==> config.mk <==
export PLATFORM = sky130hd
export DESIGN_NAME = if_gshare
export DESIGN_NICKNAME = d
export VERILOG_FILES = /design/src/rtl/if_gshare_pkg.sv /design/src/rtl/if_branch_queue.sv /design/src/rtl/if_gshare.sv
export SDC_FILE = /design/constraint.sdc
export NUM_CORES = 1
export LEC_CHECK = 0
export ABC_AREA = 1
export CORE_AREA = 2 2 267 269
export DETAILED_ROUTE_END_ITERATION = 8
export DIE_AREA = 0 0 269 271
export PLACE_DENSITY_LB_ADDON = 0.12
export REMOVE_ABC_BUFFERS = 1
export SLEW_MARGIN = 20
export SYNTH_ARGS = -nofsm -noshare
export SYNTH_HDL_FRONTEND = slang
export SYNTH_SLANG_ARGS = --single-unit
==> constraint.sdc <==
create_clock -name clk -period 8.8 [get_ports clk]
set_input_delay 1.76 -clock clk [delete_from_list [all_inputs] [get_ports clk]]
set_output_delay 1.76 -clock clk [all_outputs]
set_load 0.02 [all_outputs]
==> src/rtl/if_gshare_pkg.sv <==
// Shared decode constants and branch-queue entry layout for the fetch-PC
// generator and its in-flight branch queue.
package if_gshare_pkg;

   localparam logic [6:0] BRANCHOP = 7'b1100011;
   localparam logic [6:0] JALOP    = 7'b1101111;
   localparam logic [6:0] JALROP   = 7'b1100111;

   // Weakly not-taken, so a cold branch falls through.
   localparam logic [1:0] CTR_RESET = 2'b01;

   // Queue entry is {idx, pred}: prediction in the LSB, BHT index above it.
   localparam int BQE_PRED_BIT = 0;

   typedef enum logic [1:0] {
      INS_OTHER,
      INS_BRANCH,
      INS_JAL,
      INS_JALR
   } ins_kind_e;

   function automatic ins_kind_e decode_kind(input logic [6:0] op);
      case (op)
         BRANCHOP: return INS_BRANCH;
         JALOP:    return INS_JAL;
         JALROP:   return INS_JALR;
         default:  return INS_OTHER;
      endcase
   endfunction

endpackage

==> src/rtl/if_branch_queue.sv <==
// Power-of-two circular FIFO holding in-flight branch predictions until the
// ROB retires them; clear drops every entry in one cycle.
module if_branch_queue #(
   parameter int W     = 7,
   parameter int DEPTH = 16
) (
   input  logic                     clk,
   input  logic                     rst_n,
   input  logic                     push,
   input  logic [W-1:0]             push_data,
   input  logic                     pop,
   input  logic                     clear,
   output logic                     full,
   output logic                     empty,
   output logic [$clog2(DEPTH):0]   count,
   output logic [W-1:0]             head_data
);
   localparam int PTR_W = $clog2(DEPTH);
   localparam int CNT_W = PTR_W + 1;
   localparam logic [CNT_W-1:0] CAP = CNT_W'(DEPTH);

   logic [DEPTH-1:0][W-1:0] mem;
   logic [PTR_W-1:0]        head, tail;
   logic [CNT_W-1:0]        cnt;
   logic                    do_push, do_pop;

   assign full      = (cnt == CAP);
   assign empty     = (cnt == '0);
   assign count     = cnt;
   assign head_data = mem[head];

   // Full/empty come from the registered count, so a pop never frees a slot
   // for a push in the same cycle.
   assign do_push = push & ~full & ~clear;
   assign do_pop  = pop & ~empty & ~clear;

   always_ff @(posedge clk or negedge rst_n) begin
      if (!rst_n) begin
         head <= '0;
         tail <= '0;
         cnt  <= '0;
      end else if (clear) begin
         head <= '0;
         tail <= '0;
         cnt  <= '0;
      end else begin
         if (do_push) tail <= tail + 1'b1;
         if (do_pop)  head <= head + 1'b1;
         case ({do_push, do_pop})
            2'b10:   cnt <= cnt + 1'b1;
            2'b01:   cnt <= cnt - 1'b1;
            default: cnt <= cnt;
         endcase
      end
   end

   always_ff @(posedge clk) begin
      if (do_push) mem[tail] <= push_data;
   end

endmodule

==> src/rtl/if_gshare.sv <==
// Fetch-PC generator: predicts the next PC from the fetched instruction with a
// gshare/bimodal BHT, tracks branches in flight and recovers on flush.
module if_gshare
   import if_gshare_pkg::*;
#(
   parameter int          BHT_IDX_W = 6,
   parameter int          GHR_W     = 6,
   parameter int          BQ_DEPTH  = 16,
   parameter int          PRED_MODE = 1,
   parameter logic [31:0] RESET_PC  = 32'h0
) (
   input  logic        clk,
   input  logic        rst_n,
   input  logic        rdy,
   input  logic        br_commit,
   input  logic        br_taken,
   input  logic        flush,
   input  logic [31:0] flush_pc,
   input  logic        stall_id,
   output logic        ins_valid_id,
   output logic [31:0] ins_id,
   output logic        pred_taken_id,
   output logic [31:0] alt_pc_id,
   input  logic        ins_valid,
   input  logic [31:0] ins,
   output logic [31:0] pc_out,
   output logic [31:0] hit_cnt,
   output logic [31:0] miss_cnt
);
   localparam int BHT_N = 1 << BHT_IDX_W;
   localparam int BQE_W = BHT_IDX_W + 1;
   localparam int BQC_W = $clog2(BQ_DEPTH) + 1;

   logic [31:0]           pc, npc, imm_b, imm_j, pc_seq, pc_br, pc_jal;
   logic [BHT_N-1:0][1:0] bht;
   logic [GHR_W-1:0]      spec_ghr, ret_ghr, ret_ghr_nxt;
   logic [BHT_IDX_W-1:0]  ghr_ext, pidx, h_idx;
   logic                  pred, h_pred, is_branch, acc, cmt;
   logic                  bq_push, bq_clear, bq_full, bq_empty;
   logic [BQE_W-1:0]      bq_head;
   logic [BQC_W-1:0]      bq_count_unused;
   logic [1:0]            ctr_cur, ctr_nxt;
   ins_kind_e             kind;

   function automatic logic [GHR_W-1:0] ghr_shift(input logic [GHR_W-1:0] g,
                                                  input logic b);
      return (g << 1) | GHR_W'(b);
   endfunction

   assign kind      = decode_kind(ins[6:0]);
   assign is_branch = (kind == INS_BRANCH);

   assign imm_b = {{19{ins[31]}}, ins[31], ins[7], ins[30:25], ins[11:8], 1'b0};
   assign imm_j = {{11{ins[31]}}, ins[31], ins[19:12], ins[20], ins[30:21], 1'b0};

   assign pc_seq = pc + 32'd4;
   assign pc_br  = pc + imm_b;
   assign pc_jal = pc + imm_j;

   // History is narrower than (or equal to) the index; pad it with zeros.
   always_comb begin
      ghr_ext = '0;
      ghr_ext[GHR_W-1:0] = spec_ghr;
   end

   assign pidx = pc[BHT_IDX_W+1:2] ^ ((PRED_MODE != 0) ? ghr_ext : '0);
   assign pred = bht[pidx][1];

   always_comb begin
      npc           = pc_seq;
      alt_pc_id     = pc_seq;
      pred_taken_id = 1'b0;
      case (kind)
         INS_BRANCH: begin
            pred_taken_id = pred;
            npc           = pred ? pc_br : pc_seq;
            alt_pc_id     = pred ? pc_seq : pc_br;
         end
         INS_JAL: begin
            pred_taken_id = 1'b1;
            npc           = pc_jal;
         end
         default: ;
      endcase
   end

   assign acc          = rdy & ins_valid & ~stall_id & ~flush & ~(is_branch & bq_full);
   assign ins_valid_id = acc;
   assign ins_id       = ins;
   assign pc_out       = acc ? npc : pc;

   assign cmt      = rdy & br_commit & ~bq_empty;
   assign bq_push  = acc & is_branch;
   assign bq_clear = rdy & flush;

   if_branch_queue #(
      .W     (BQE_W),
      .DEPTH (BQ_DEPTH)
   ) u_bq (
      .clk       (clk),
      .rst_n     (rst_n),
      .push      (bq_push),
      .push_data ({pidx, pred}),
      .pop       (cmt),
      .clear     (bq_clear),
      .full      (bq_full),
      .empty     (bq_empty),
      .count     (bq_count_unused),
      .head_data (bq_head)
   );

   assign h_idx  = bq_head[BQE_W-1:BQE_PRED_BIT+1];
   assign h_pred = bq_head[BQE_PRED_BIT];

   assign ctr_cur     = bht[h_idx];
   assign ret_ghr_nxt = ghr_shift(ret_ghr, br_taken);

   always_comb begin
      ctr_nxt = ctr_cur;
      if (br_taken && ctr_cur != 2'b11)
         ctr_nxt = ctr_cur + 2'd1;
      else if (!br_taken && ctr_cur != 2'b00)
         ctr_nxt = ctr_cur - 2'd1;
   end

   // Flush restores speculative history from the retired one, folding in a
   // branch that commits on the same edge.
   always_ff @(posedge clk or negedge rst_n) begin
      if (!rst_n) begin
         pc       <= RESET_PC;
         spec_ghr <= '0;
         ret_ghr  <= '0;
      end else if (rdy) begin
         if (flush) begin
            pc       <= flush_pc;
            spec_ghr <= cmt ? ret_ghr_nxt : ret_ghr;
         end else if (acc) begin
            pc <= npc;
            if (is_branch) spec_ghr <= ghr_shift(spec_ghr, pred);
         end
         if (cmt) ret_ghr <= ret_ghr_nxt;
      end
   end

   always_ff @(posedge clk or negedge rst_n) begin
      if (!rst_n) begin
         bht      <= {BHT_N{CTR_RESET}};
         hit_cnt  <= '0;
         miss_cnt <= '0;
      end else if (cmt) begin
         bht[h_idx] <= ctr_nxt;
         if (h_pred == br_taken) hit_cnt  <= hit_cnt + 32'd1;
         else                    miss_cnt <= miss_cnt + 32'd1;
      end
   end

endmodule
=== After elaboration in Yosys (flattened, before gate mapping) ===
Index checks and enable logic that the tools add are counted.
W data, S select, Z words.

* Add/sub/neg operators: 11
* $mul: 0
* Div/mod/pow operators: 0
* $lt $le $gt $ge: 6
* Eq/ne operators: 10
* Shift-type cells: 0
* Mux-type cells: 32
* Bitwise gates (word level): 23
* Reductions and logical operators: 15

{| class="wikitable"
|+ Operators by type and width
! operator !! number
|-
| $mux W32 || 5
|-
| $bwmux W128 || 1
|-
| $bwmux W112 || 1
|-
| $add A32 B1 Y32 const B || 2
|-
| $add A32 B32 Y32 || 2
|-
| $pmux W32 S2 || 1
|-
| $add A32 B3 Y32 const B || 1
|-
| $bmux W7 S4 || 1
|-
| $demux W7 S4 || 1
|-
| $bmux W2 S6 || 2
|-
| $mux W6 || 4
|-
| $eq A7 B7 Y1 const B || 3
|-
| $mux W4 || 4
|-
| $lt A6 B7 Y1 const B || 2
|-
| $mux W7 || 2
|-
| $and A1 B1 Y1 || 13
|-
| $demux W2 S6 || 1
|-
| $or A6 B1 Y6 || 2
|-
| $lt A4 B5 Y1 const B || 2
|-
| $mux W2 || 5
|-
| $pmux W5 S2 || 1
|-
| $reduce_bool A2 Y1 || 5
|-
| $add A4 B1 Y4 const B || 2
|-
| $not A1 Y1 || 7
|-
| 21 further kinds || 27
|}

* Flip-flop bits (word level): 361
* Latch bits: 0
* RAM bits: 0
* ROM bits: 0
* Input bits: 72
* Output and inout bits: 162
* Logic and storage cells: 185
* Memories kept: 0

=== Logic depth before layout (Yosys ltp) ===
* Depth in word-level cells: 12
* Gate-level depth with buffers: 29
* Gate-level depth less buffers: 26

=== Cells and area by module ===
Synthesis repeated with hierarchy kept, for this count alone.

* Cells, all modules: 3115
* Area, all modules: 23176.0 um2

{| class="wikitable"
|+ By module, submodules not included
! module !! times used !! cells an instance !! area an instance (um2) !! seq. area each (um2)
|-
| if_gshare || 1 || 2661 || 17838.4 || 5985.7
|-
| if_branch_queue || 1 || 454 || 5337.6 || 3688.5
|}

=== Least setup slack after synthesis ===
OpenSTA, ideal clock, no wires.

* Kind: input-to-output
* Start point: input port ins[8]
* End point: output port pc_out[21]
* Arrival time: 3959 ps
* Required time: 7040 ps
* Setup slack: 3081 ps
* Stages: 17
* Path buffers: 0
* Cell sequence: ha_1 inv_1 fa_1 o21ai_0 o21ai_0 o21ai_0 nand2_1 nand2_1 nand3_1 nand2_1 inv_1 or2_2 nand2_1 nand2_1 nand2_1 nand2_1 nand2_1

* Cells in the longest elaborated chain, start to end: 4

{| class="wikitable"
|+ RTL lines
! what !! RTL line !! RTL
|-
| start: declaration || if_gshare.sv:25 || <nowiki>input logic [31:0] ins,</nowiki>
|-
| $add A32 B32 Y32 || if_gshare.sv:57 || <nowiki>assign pc_br = pc + imm_b;</nowiki>
|-
| $mux W32 || if_gshare.sv:76 || <nowiki>npc = pred ? pc_br : pc_seq;</nowiki>
|-
| $pmux W32 S2 || if_gshare.sv:73 || <nowiki>case (kind)</nowiki>
|-
| $mux W32 || - ||
|-
| end: declaration || if_gshare.sv:26 || <nowiki>output logic [31:0] pc_out,</nowiki>
|}

No other way between the ends.

=== Worst setup path in the final report ===
* Start point: input port ins[31]
* End point: output port pc_out[29]

* Cells in the longest elaborated chain, start to end: 4
* Elaborated cells on any way between the ends: 5
* Classes of those cells: 2 x add/sub; 3 x mux

{| class="wikitable"
|+ RTL lines
! what !! RTL line
|-
| $add A32 B32 Y32 || if_gshare.sv:57
|-
| $mux W32 || if_gshare.sv:76
|-
| $pmux W32 S2 * || if_gshare.sv:73
|-
| $mux W32 * || -
|}

Mark *: on every way between the ends. The rest lies on a longest branch, timed or not.

==> results_dict.tcl <==
set metrics [dict create \
    status "finished clean" \
    min_path_type "reg -> reg" \
    rsz0062_at_grt "false" \
    period_share_pct 87.2 \
    grt_max_degree 95 \
    drtPass1Iterations 5 \
    power_density_mw_per_mm2 245 \
    cts_root_buffer "clkbuf_16" \
    cp-start-kind "primary input" \
    fin_nets 3923 \
    grt_pass1_vias 23800 \
    worstPathMaxFanout 21 \
    die_x_um 269 \
    worst-path-buf-inv 3 \
    rows 97 \
    clk_path_buf_depth 3 \
    drt_iter0_drc 2042 \
    final_cell_mix "nand2_1, inv_1, nand3_1, nor2_1, clkdlybuf4s50_1" \
    numCtsBuffers 44 \
    wl_per_cell_um 20.0 \
    timing.hold.ws_ps 464 \
    clock_sinks 361 \
    synth-seq-cells 361 \
    insertion_delay_ps 580 \
    place_congestion 0.966 \
    dp_hpwl_um 67300 \
    fin_crit_ps 7680 \
    synth_cell_types 50 \
    drive_above_1_share_pct 5.75 \
    initial_utilization_pct 35.9 \
    vias_per_cell 5.16 \
    total_leakage_power_nw 13.1 \
    route.detailed.drc 0 \
    die_h_um 271 \
    grt_antenna_before_repair 4 \
    syn_area_sq_mm 0.0250 \
    fill_cells 7363 \
    slew_violations 0 \
    grt_first_pass_wirelength_um 146000 \
    endpoint_kind "output port" \
    finalHoldViolCount 0 \
    cp_data_required_time_ps 7040 \
    ant_nets 0 \
    path_class "in -> out" \
    post-place-ws_ps 1250 \
    drv_cap 0 \
    num_vias 24600 \
    worstPathCellList "clkdlybuf4s50_1, ha_1, nand2_1, nor2_1, inv_1, nor3_1, nand4_1, nand2_1, nand2_1, a31oi_1, nand2_1, nand2_1, nand2_1, clkdlybuf4s50_1" \
    htreeDepth 2 \
    syn_inst 3632 \
    critPathMaxStageDelay_ps 990 \
    portBuffers 233 \
    synthToLayoutAreaGrowth_pct 17.3 \
    dieArea_sq_mm 0.0729 \
    synth_largest_type_area_fraction_pct 20.2 \
    grt_overflow 0 \
    crit_top_cell "nand2_1" \
    yosys_warnings 0 \
    final_core_util_pct 42.1 \
    seq_area_frac_synth_pct 38.6 \
    layout_commonest_cell "nand2_1" \
    syn_area_per_cell_sq_um 6.89 \
    core-area_sq_mm 0.0698 \
    hold_buffers 0 \
    worstMarginPinSlew_ps 1090 \
    yosys.area.top_type "nand2_1" \
    post_cts_buffers 0 \
    finalSetupViolCount 0 \
    cp_top_family "buffers and inverters" \
    grt_use_total_pct 26.0 \
    clk_pin_slew_ps 50 \
    routed_wl_um 95400 \
    max_freq_mhz 130 \
    finalSetupTns_ps 0 \
    critPathArrivalTime_ps 5920 \
    tritoncts "done" \
    max-slew-margin-rel_pct 26.9 \
    cts_resized 0 \
    setup_slack_ps 1120 \
    peakVddDrop_uv 225 \
    ys_top_cells_by_area "nand2_1, dfrtp_1, edfxtp_1, dfstp_2, nand3_1" \
    skew_ps 13.9 \
    slowest_stage "clkdlybuf4s50_1" \
    io_pins 234 \
]
## sequential cells by signal (all words and copies together), names as in the netlist
register	flops
pc	32
ret_ghr	6
u_bq.count	5
bht	128
ghr_ext	6
u_bq.head	4
u_bq.mem	112
miss_cnt	32
u_bq.tail	4
hit_cnt	32
## synth_stat cells (all sizes together)
cell	n
nand4	42
a22oi	8
buf	104
nor4	24
fa	3
dfstp	64
xnor2	34
o21ai	195
clkbuf	56
o22ai	10
a21oi	104
clkinv	3
nand2	1360
o21bai	6
o211ai	37
nor2	294
xor2	72
nand3b	24
nand3	329
edfxtp	112
o21a	6
nor3b	2
nor3	76
a31oi	7
a21o	4
or2	13
ha	58
inv	393
a21boi	2
o2111ai	3
o31ai	2
dfrtp	185
## metal layers
layer / share of wire (%) / vias to the layer above / global-route usage (%)
li1: - / 12000 / -
met1: 44 / 11600 / 35.3
met2: 46 / 779 / 42.0
met3: 6.0 / 183 / 3.65
met4: 3.9 / 6 / 9.42
met5: 0.042 / - / 0
## area by class of cell
type / instances / area, sq um / area share (%)
Multi-Input combinational cell: 2715 / 12900 / 44.0
Sequential cell: 361 / 9680 / 32.9
Clock buffer: 62 / 1240 / 4.22
Antenna cell: 1 / 2.50 / 0.00852
Timing Repair Buffer: 272 / 2660 / 9.04
Tap cell: 940 / 1180 / 4.00
Clock inverter: 19 / 199 / 0.677
Inverter: 396 / 1490 / 5.09
## worst paths after layout
check                                    startpoint                      to  slack (ps)  cells past startpoint
setup / recovery                            ins[31]              pc_out[29]        1120                     14
hold / removal                  bht[92]$_DFFE_PN1P_     bht[92]$_DFFE_PN1P_         460                      2
setup reg to reg           u_bq.head[0]$_DFFE_PN0P_    bht[118]$_DFFE_PN1P_        2860                     23
hold reg to reg                 bht[92]$_DFFE_PN1P_     bht[92]$_DFFE_PN1P_         460                      2
max in group asynchronous                     rst_n  hit_cnt[2]$_DFFE_PN0P_        6170                      2
min in group asynchronous                     rst_n    bht[123]$_DFFE_PN0P_        1200                      1
## power by group
part           internal, mW  total [mW]  switching, mW
Clock                  1.07        1.83          0.760
Sequential             2.08        2.30          0.220
Combinational         0.838        3.07           2.24
Total                  3.99        7.20           3.22
## through the flow
step,instances,total power [mW],cell area (sq um)
after floorplan,3472,4.06,24100
after global placement,4684,5.39,27900
after detailed placement,4684,5.38,27900
after CTS,4765,7.24,29400
after global routing,4765,7.65,29400
final,4766,7.20,29400
## logic make-up after synthesis
kind of cell	count (synthesis)	synth area share [%]
AND/OR/NAND/NOR	2164	36.1
buffers and inverters	556	9.86
AO/OA/AOI/OAI	384	8.50
flip-flops	361	38.6
XOR/XNOR	106	3.74
adder cells (fa/ha/maj)	61	3.14
## worst reg2reg max path, delay by kind of cell, from the launching register on
family | cells | cell delay (ps)
and+or+nand+nor | 20 | 3670
DFF | 1 | 700
buffers and inverters | 2 | 1340
adders and majority gates | 1 | 160
Power figures use the tool's default switching activity.
